`src/rtl/demux1_8_seq_if.sv`:
```
// Bus bundle for demux1_8_seq: serial input side (d/valid/s/auto) and the
// registered demux outputs.
interface demux1_8_seq_if;
  // valid-only handshake: d (and s when auto=0) is taken on every rising clk
  // edge where valid=1; there is no ready, so the sink always accepts.
  logic       d;
  logic       valid;
  logic [2:0] s;
  logic       auto;
  logic [7:0] y;
  logic       done;
  logic       busy;
  logic [2:0] idx;
  logic       par;
  logic       dbg_state;

  modport master (
    output d, valid, s, auto,
    input  y, done, busy, idx, par, dbg_state
  );

  modport slave (
    input  d, valid, s, auto,
    output y, done, busy, idx, par, dbg_state
  );
endinterface

```
`src/rtl/demux1_8_seq.sv`:
```
// Sequential 1-to-8 demux: addressed bit writes or auto-mode 8-bit frames.
// Optional even parity of y is built when DEMUX1_8_PARITY_EN is defined.
module demux1_8_seq #(
  parameter bit MSB_FIRST = 1'b0
) (
  input  logic         clk,
  input  logic         rst,
  demux1_8_seq_if.slave bus
);
  typedef enum logic {S_IDLE, S_COLLECT} state_t;

  localparam logic [2:0] START_IDX = MSB_FIRST ? 3'd7 : 3'd0;
  localparam logic [2:0] LAST_IDX  = MSB_FIRST ? 3'd0 : 3'd7;

  state_t     r_state;
  logic [2:0] r_idx;
  logic [7:0] r_shadow;
  logic [7:0] r_y;
  logic       r_done;

  logic [7:0] w_frame;
  logic [7:0] w_y_next;
  logic [2:0] w_idx_step;
  logic       w_final;

  assign w_idx_step = MSB_FIRST ? (r_idx - 3'd1) : (r_idx + 3'd1);
  assign w_final    = (r_idx == LAST_IDX);

  // The final bit bypasses the shadow so the whole byte lands in y on one edge.
  always_comb begin
    w_frame        = r_shadow;
    w_frame[r_idx] = bus.d;
    w_y_next       = r_y;
    if (!bus.auto) begin
      if (bus.valid) w_y_next[bus.s] = bus.d;
    end else if (bus.valid && w_final) begin
      w_y_next = w_frame;
    end
  end

  always_ff @(posedge clk or posedge rst) begin
    if (rst) begin
      r_state  <= S_IDLE;
      r_idx    <= START_IDX;
      r_shadow <= 8'h00;
      r_y      <= 8'h00;
      r_done   <= 1'b0;
    end else begin
      r_done <= 1'b0;
      r_y    <= w_y_next;
      if (!bus.auto) begin
        // Leaving auto mode mid-frame drops the partial frame.
        if (r_state == S_COLLECT) begin
          r_state <= S_IDLE;
          r_idx   <= START_IDX;
        end
      end else if (bus.valid) begin
        if (w_final) begin
          r_done  <= 1'b1;
          r_idx   <= START_IDX;
          r_state <= S_IDLE;
        end else begin
          r_shadow[r_idx] <= bus.d;
          r_idx           <= w_idx_step;
          r_state         <= S_COLLECT;
        end
      end
    end
  end

`ifdef DEMUX1_8_PARITY_EN
  logic r_par;

  always_ff @(posedge clk or posedge rst) begin
    if (rst) r_par <= 1'b0;
    else     r_par <= ^w_y_next;
  end

  assign bus.par = r_par;
`else
  assign bus.par = 1'b0;
`endif

  assign bus.y         = r_y;
  assign bus.done      = r_done;
  assign bus.busy      = (r_state == S_COLLECT);
  assign bus.idx       = r_idx;
  assign bus.dbg_state = (r_state == S_COLLECT);
endmodule

```
`src/flat_wrapper.sv`:
```
// flat-port wrapper written by rule: the top's interface ports become plain ports
module demux1_8_seq_flat 
#(
  parameter bit MSB_FIRST = 1'b0
)
  (clk, rst, bus_d, bus_valid, bus_s, bus_auto, bus_y, bus_done, bus_busy, bus_idx, bus_par, bus_dbg_state);
  demux1_8_seq_if bus_i ();
  input  logic clk;
  input  logic rst;
  input wire logic [$bits(bus_i.d)-1:0] bus_d;
  input wire logic [$bits(bus_i.valid)-1:0] bus_valid;
  input wire logic [$bits(bus_i.s)-1:0] bus_s;
  input wire logic [$bits(bus_i.auto)-1:0] bus_auto;
  output wire logic [$bits(bus_i.y)-1:0] bus_y;
  output wire logic [$bits(bus_i.done)-1:0] bus_done;
  output wire logic [$bits(bus_i.busy)-1:0] bus_busy;
  output wire logic [$bits(bus_i.idx)-1:0] bus_idx;
  output wire logic [$bits(bus_i.par)-1:0] bus_par;
  output wire logic [$bits(bus_i.dbg_state)-1:0] bus_dbg_state;
  assign bus_i.d = bus_d;
  assign bus_i.valid = bus_valid;
  assign bus_i.s = bus_s;
  assign bus_i.auto = bus_auto;
  assign bus_y = bus_i.y;
  assign bus_done = bus_i.done;
  assign bus_busy = bus_i.busy;
  assign bus_idx = bus_i.idx;
  assign bus_par = bus_i.par;
  assign bus_dbg_state = bus_i.dbg_state;
  demux1_8_seq #(.MSB_FIRST(MSB_FIRST)) u_core (.clk(clk), .rst(rst), .bus(bus_i));
endmodule
```
`config.mk`:
```
export PLATFORM = sky130hd
export DESIGN_NAME = demux1_8_seq_flat
export DESIGN_NICKNAME = d
export VERILOG_FILES = /design/src/rtl/demux1_8_seq_if.sv /design/src/rtl/demux1_8_seq.sv /design/src/flat_wrapper.sv
export SDC_FILE = /design/constraint.sdc
export NUM_CORES = 1
export LEC_CHECK = 0
export BUFFER_PORTS_ARGS = -buffer_cell sky130_fd_sc_hd__buf_2
export CAP_MARGIN = 20
export CORE_MARGIN = 2
export CORE_UTILIZATION = 50
export CTS_BUF_LIST = sky130_fd_sc_hd__clkbuf_16
export CTS_CLUSTER_SIZE = 12
export DETAILED_ROUTE_END_ITERATION = 10
export PLACE_DENSITY = 0.72
export SETUP_SLACK_MARGIN = 0.02
export SLEW_MARGIN = 10
export SYNTH_ARGS = -nofsm -noshare
export SYNTH_HDL_FRONTEND = slang
export SYNTH_SLANG_ARGS = --single-unit
```
`constraint.sdc`:
```
create_clock -name clk -period 2 [get_ports clk]
set_input_delay 0.1 -clock clk [delete_from_list [all_inputs] [get_ports clk]]
set_output_delay 0.1 -clock clk [all_outputs]
set_load 0.02 [all_outputs]
```
==> Word level (Yosys, flattened, before mapping) <==
Index checks and enable logic that the tools add are counted.
{ "classes": {"n_eq_ne": 3, "mux": 19, "shift": 0, "multipliers": 0, "magnitude_cmp": 4, "n_bitwise": 1, "n_addsub": 1, "n_div": 0, "reduce_logical": 8} }
{ "ops": {"columns": ["op", "n"], "rows": [
  ["two-way mux 8 bit", 3],
  ["bitwise mux 8 bit", 2],
  ["two-way mux 3 bit", 4],
  ["< comparator 3 x 4 -> 1 bit (second input constant)", 2],
  ["two-way mux 1 bit", 8],
  ["demux 1 bit (select 3 bit)", 2],
  ["greater-or-equal comparator 3 x 1 -> 1 bit (second input constant)", 2],
  ["AND reduction 2 bit", 2],
  ["nonzero test 2 bit", 2],
  ["adder 3 x 1 -> 3 bit (second input constant)", 1],
  ["equality test 3 bit (second input constant)", 1],
  ["logical AND 1 bit", 3],
  ["AND reduction 3 bit", 1],
  ["!= test 2 x 1 -> 1 bit (second input constant)", 1],
  ["!= test 2 bit (second input constant)", 1],
  ["inverter 1 bit", 1]
]} }
{ "word_totals": {"elab_cells": 41, "n_memories": 0, "latchBits": 0, "mem_bits_ro": 0, "input_bits": 8, "output_inout_bits": 15, "ff_bits": 21, "mem_bits_rw": 0} }

==> Depth between registers and ports, before layout <==
{ "logic_depth": {"word_depth": 7, "ltp_mapped": 6, "mapped_depth_nobuf": 5} }

==> Least setup slack after synthesis <==
OpenSTA, ideal clock, no wires.
{ "synth_timing": {"kind": "register -> register", "startpoint": "reg u_core.r_idx[1] (netlist: u_core.bus.idx[1])", "endpoint": "reg u_core.r_shadow[5]", "setup_ns": 0.125, "path_stages_with_launch": 6, "synth_period_minus_slack_ns": 1.855, "t_arrival_ns": 1.731, "setup_slack_ns": 0.145, "cell_sequence": "dfrtp_1 > ha_1 > ha_1 > nand4b_1 > nor3b_1 > mux2_2"} }
{ "synth_via": {"elab_chain_len": 5} }
{ "synth_lines": {"columns": ["item", "line", "text"], "rows": [
  ["from (decl)", "demux1_8_seq.sv:16", "logic [2:0] r_idx;"],
  ["from (signal assigned)", "demux1_8_seq.sv:64", "r_idx <= w_idx_step;"],
  ["< comparator 3 x 4 -> 1 bit (implied by the code) or greater-or-equal comparator 3 x 1 -> 1 bit (tied branches)", "demux1_8_seq.sv:63", "r_shadow[r_idx] <= bus.d;"],
  ["logical AND 1 bit (implied by the code)", "demux1_8_seq.sv:63", null],
  ["two-way mux 1 bit (implied by the code)", "demux1_8_seq.sv:63", null],
  ["demux 1 bit (select 3 bit)", null, null],
  ["bitwise mux 8 bit", "demux1_8_seq.sv:63", null],
  ["to (signal, indexed assignment)", "demux1_8_seq.sv:63", null],
  ["to (decl)", "demux1_8_seq.sv:17", "logic [7:0] r_shadow;"]
]} }
Parallel ways exist; a longest one is shown, timed or not.
A chain may end at the register's enable or synchronous reset.

==> Final worst setup path <==
{ "layout_timing": {"startpoint": "reg u_core.r_idx[0] (netlist: u_core.bus.idx[0])", "endpoint": "reg u_core.r_y[6] (netlist: u_core.bus.y[6])"} }
{ "layout_via": {"elab_chain_len": 7} }
{ "layout_lines": {"columns": ["item", "line", "text"], "rows": [
  ["< comparator 3 x 4 -> 1 bit (implied by the code) or greater-or-equal comparator 3 x 1 -> 1 bit (tied branches)", "demux1_8_seq.sv:32", "w_frame[r_idx] = bus.d;"],
  ["logical AND 1 bit (implied by the code)", "demux1_8_seq.sv:32", null],
  ["two-way mux 1 bit (implied by the code)", "demux1_8_seq.sv:32", null],
  ["demux 1 bit (select 3 bit)", null, null],
  ["bitwise mux 8 bit", "demux1_8_seq.sv:32", null],
  ["two-way mux 8 bit", "demux1_8_seq.sv:36", "end else if (bus.valid && w_final) begin"],
  ["two-way mux 8 bit", "demux1_8_seq.sv:34", "if (!bus.auto) begin"],
  ["to (signal assigned)", "demux1_8_seq.sv:50", "r_y <= w_y_next;"],
  ["to (decl)", "demux1_8_seq.sv:18", "logic [7:0] r_y;"]
]} }
Parallel ways exist; a longest one is shown, timed or not. The select of a mux whose other input is x is not followed.

==> flow_metrics.env <==
export IMPL_netlist_area_leader_share_pct=39.0
export IMPL_ys_warn_count=0
export IMPL_post_route_util_pct=59.9
export IMPL_dpl_cell_area_mm2=0.00143
export IMPL_post_dp_hpwl_mm=1.74
export IMPL_grt_max_degree=27
export IMPL_finish_instance_area_mm2=0.00151
export IMPL_swShare_pct=32.5
export IMPL_gp_congestion=0.735
export IMPL_worstPathCellList="ha_1, ha_1, and2_0, o21ai_0, mux2_2"
export IMPL_clockBufferDepth=2
export IMPL_fin_nets=154
export IMPL_setup_violations_final=0
export IMPL_synth_area_leaders="dfrtp_1 39%, mux2_2 13%, o211ai_1 3.9%"
export IMPL_fin_worst_skew_ns=0.00211
export IMPL_crit_path_max_incr_delay_ns=0.38
export IMPL_power_density_mw_per_mm2=1050
export IMPL_crit_arrival_ns=1.96
export IMPL_cts_htree_levels=1
export IMPL_clkPwrFrac_pct=25.8
export IMPL_cp_startpoint="u_core.bus.idx[0]"
export IMPL_violations="negative hold slack"
export IMPL_synth_fp_nets=138
export IMPL_initialDrtViolationCount=50
export IMPL_routed_via_density=5.99
export IMPL_ios=23
export IMPL_holdCritPathClass="in2async"
export IMPL_netlist_instances=128
export IMPL_min_period_over_period_pct=91.2
export IMPL_critPathMostFrequentCell="ha_1"
export IMPL_r2r_cells=5
export IMPL_grt_use_total_pct=17.3
export IMPL_grt_pass1_vias=949
export IMPL_status="finished with violations"
export IMPL_setup_worst_path_end="u_core.bus.y[6]"
export IMPL_total_power_w=0.00159
export IMPL_async_reset_ff_share_pct=100
export IMPL_ys_flop_type="dfrtp_1"
export IMPL_ant_nets=0
export IMPL_ys_types=36
export IMPL_path_buf_inv=0
export IMPL_final_max_slew_violation_count=0
export IMPL_synth_seq_area_share_pct=39.0
export IMPL_die_h_um=55.9
export IMPL_synth_commonest_cells="21 x dfrtp_1, 15 x mux2_2, 11 x nand2_1"
export IMPL_clock_sinks=21
export IMPL_core_mm2=0.00252
export IMPL_grt_setup_unrepaired="no"
export IMPL_holdWs_ns=-0.00785
export IMPL_syn2layout_area_growth_pct=12.2
export IMPL_antenna_found_initial=0
export IMPL_maxCapViolations=0
export IMPL_synth_area_leader_cell="dfrtp_1"
export IMPL_cellInternalPower_w=0.00107
export IMPL_crit_family="adder cells"
export IMPL_relSlewSlack_pct=47.0
export IMPL_avgSynthCellArea_um2=10.5
export IMPL_cp_required_ns=2.13
export IMPL_cts_buffers=3
export IMPL_cts_tree="yes"
export IMPL_syn_area_mm2=0.00135
export IMPL_die_width_um=55.9
export IMPL_worst_r2r_endpoint="u_core.bus.y[6]"
export IMPL_root_buffer="clkbuf_16"
export IMPL_diodes=0
export IMPL_ir_worst_vdd_v=0.000715
export IMPL_placement_io_buffers=21
export IMPL_cp_depth=5
export IMPL_gr_total_overflow=0
export IMPL_synth_edf_count=0
export IMPL_synth_seq_cells=21
export IMPL_critPathLaunchType="flip-flop"
export IMPL_cts_clk_slew_worst_paths_ns=0.06
export IMPL_power_switching_w=0.000515
export IMPL_hold_viol_final=21
export IMPL_leakage_nw=0.694
export IMPL_wl_per_cell_um=14.9
export IMPL_yosysMostFrequentCell="dfrtp_1"
export IMPL_fmax_mhz=548
export IMPL_cts_resized=0
export IMPL_via_count=1037
export IMPL_crit_path_end_kind="flip-flop"
export IMPL_fin_crit_ns=1.82
export IMPL_first_pass_iters=4
export IMPL_seqPwrFrac_pct=39.0
export IMPL_drive_gt1_share_pct=34.3
export IMPL_drc=0
export IMPL_wl_mm=2.58
export IMPL_r2r_setup_slack_ns=0.18
export IMPL_dieArea_mm2=0.00313
export IMPL_worst_pin_slew_ns=0.795
export IMPL_worstPathMaxFanout=8
export IMPL_slowest_stage="dfrtp_1"
export IMPL_row_count=18
export IMPL_r2r_start="u_core.bus.idx[0]"
export IMPL_post_cts_buffers=0
export IMPL_clkLatencyLatePin_ns=0.25
export IMPL_initial_core_util_pct=53.4
export IMPL_combPwrFrac_pct=35.1
export IMPL_cts_hold_buf=0
export IMPL_path_class="reg2reg"
export IMPL_grt_pass1_wl_mm=4.34
export IMPL_setup_tns_ns=0
[per-layer routing]
| layer | GRT usage (%) | routed length, um | up-vias |
|---|---|---|---|
| met5 | 0 | 0 | - |
| met4 | 7.14 | 44 | 0 |
| met3 | 3.02 | 81 | 5 |
| met2 | 27.7 | 1260 | 18 |
| met1 | 23.2 | 1190 | 506 |
| li1 | - | - | 508 |
[worst min path at each step]
stage	slack, ns	to	cells past startpoint	from
final	-0.008	u_core.bus.busy	2	rst
after global routing	0.07	u_core.bus.busy	2	rst
after CTS	0.02	u_core.bus.busy	2	rst
after detailed placement	0.29	u_core.bus.busy	2	rst
after global placement	0.29	u_core.bus.busy	2	rst
after floorplan	0.08	u_core.bus.busy	1	rst
[cell type report]
class                   count  area [um2]
clock buffers               3        75.1
clock inverters             1        3.75
fillers                   199        1010
inverters                   2        7.51
multi-input cells          91         727
flip-flops and latches     21         526
well taps                  30        37.5
repair buffers             25         135
[logic make-up (layout without fill, tap and decap cells)]
kind of cell               count (synthesis)  count (layout)  synth area share [%]
and+or+nand+nor                           48              48                  24.7
AOI/OAI and AO/OA                         21              21                  11.0
DFF                                       21              21                  39.0
muxes                                     19              19                  16.2
buffers and inverters                     16              31                  7.06
adders and majority gates                  2               2                  1.86
other                                      1               1                 0.278
[flip-flops by register name (all words and copies together), names as in the netlist]
signal,flops
u_core.bus.busy,1
u_core.r_shadow,8
u_core.bus.y,8
u_core.bus.done,1
u_core.bus.idx,3
[layout by cell type (no fill, tap or decap), types with 2 or more instances in the layout]
master,n
buf_2,21
dfrtp_1,21
mux2_2,15
nand2_1,11
o211ai_1,7
nor3b_1,4
o21ai_1,4
and4bb_2,4
nor2_1,4
nand4b_1,4
o21ai_0,4
buf_4,4
nand4bb_1,3
nor4b_1,3
mux2_1,3
inv_1,3
and3b_1,3
a22o_1,3
clkbuf_16,3
nor3_1,2
nand3_1,2
and3_1,2
ha_1,2
[per-stage QoR]
step / cells / setup slack (ns)
after floorplan: 128 / 0.145
final: 173 / 0.177
after CTS: 173 / 0.158
after global placement: 169 / 0.256
after global routing: 173 / 0.0711
after detailed placement: 169 / 0.192
[power groups by stage]
| stage | clock, W | sequential [W] | combinational, W |
|---|---|---|---|
| after global routing | 0.000434 | 0.000637 | 0.000611 |
| after CTS | 0.000421 | 0.000620 | 0.000562 |
| after detailed placement | 0 | 0.000627 | 0.000556 |
| final | 0.000410 | 0.000619 | 0.000557 |
| after global placement | 0 | 0.000619 | 0.000548 |
| after floorplan | 0 | 0.000717 | 0.000326 |
[worst register-to-register path: stages (launching register included)]
cell	delay (ns)
dfrtp_1	0.38
ha_1	0.21
ha_1	0.21
and2_0	0.27
o21ai_0	0.27
mux2_2	0.36
No activity file was read; power rests on OpenSTA's default activity.
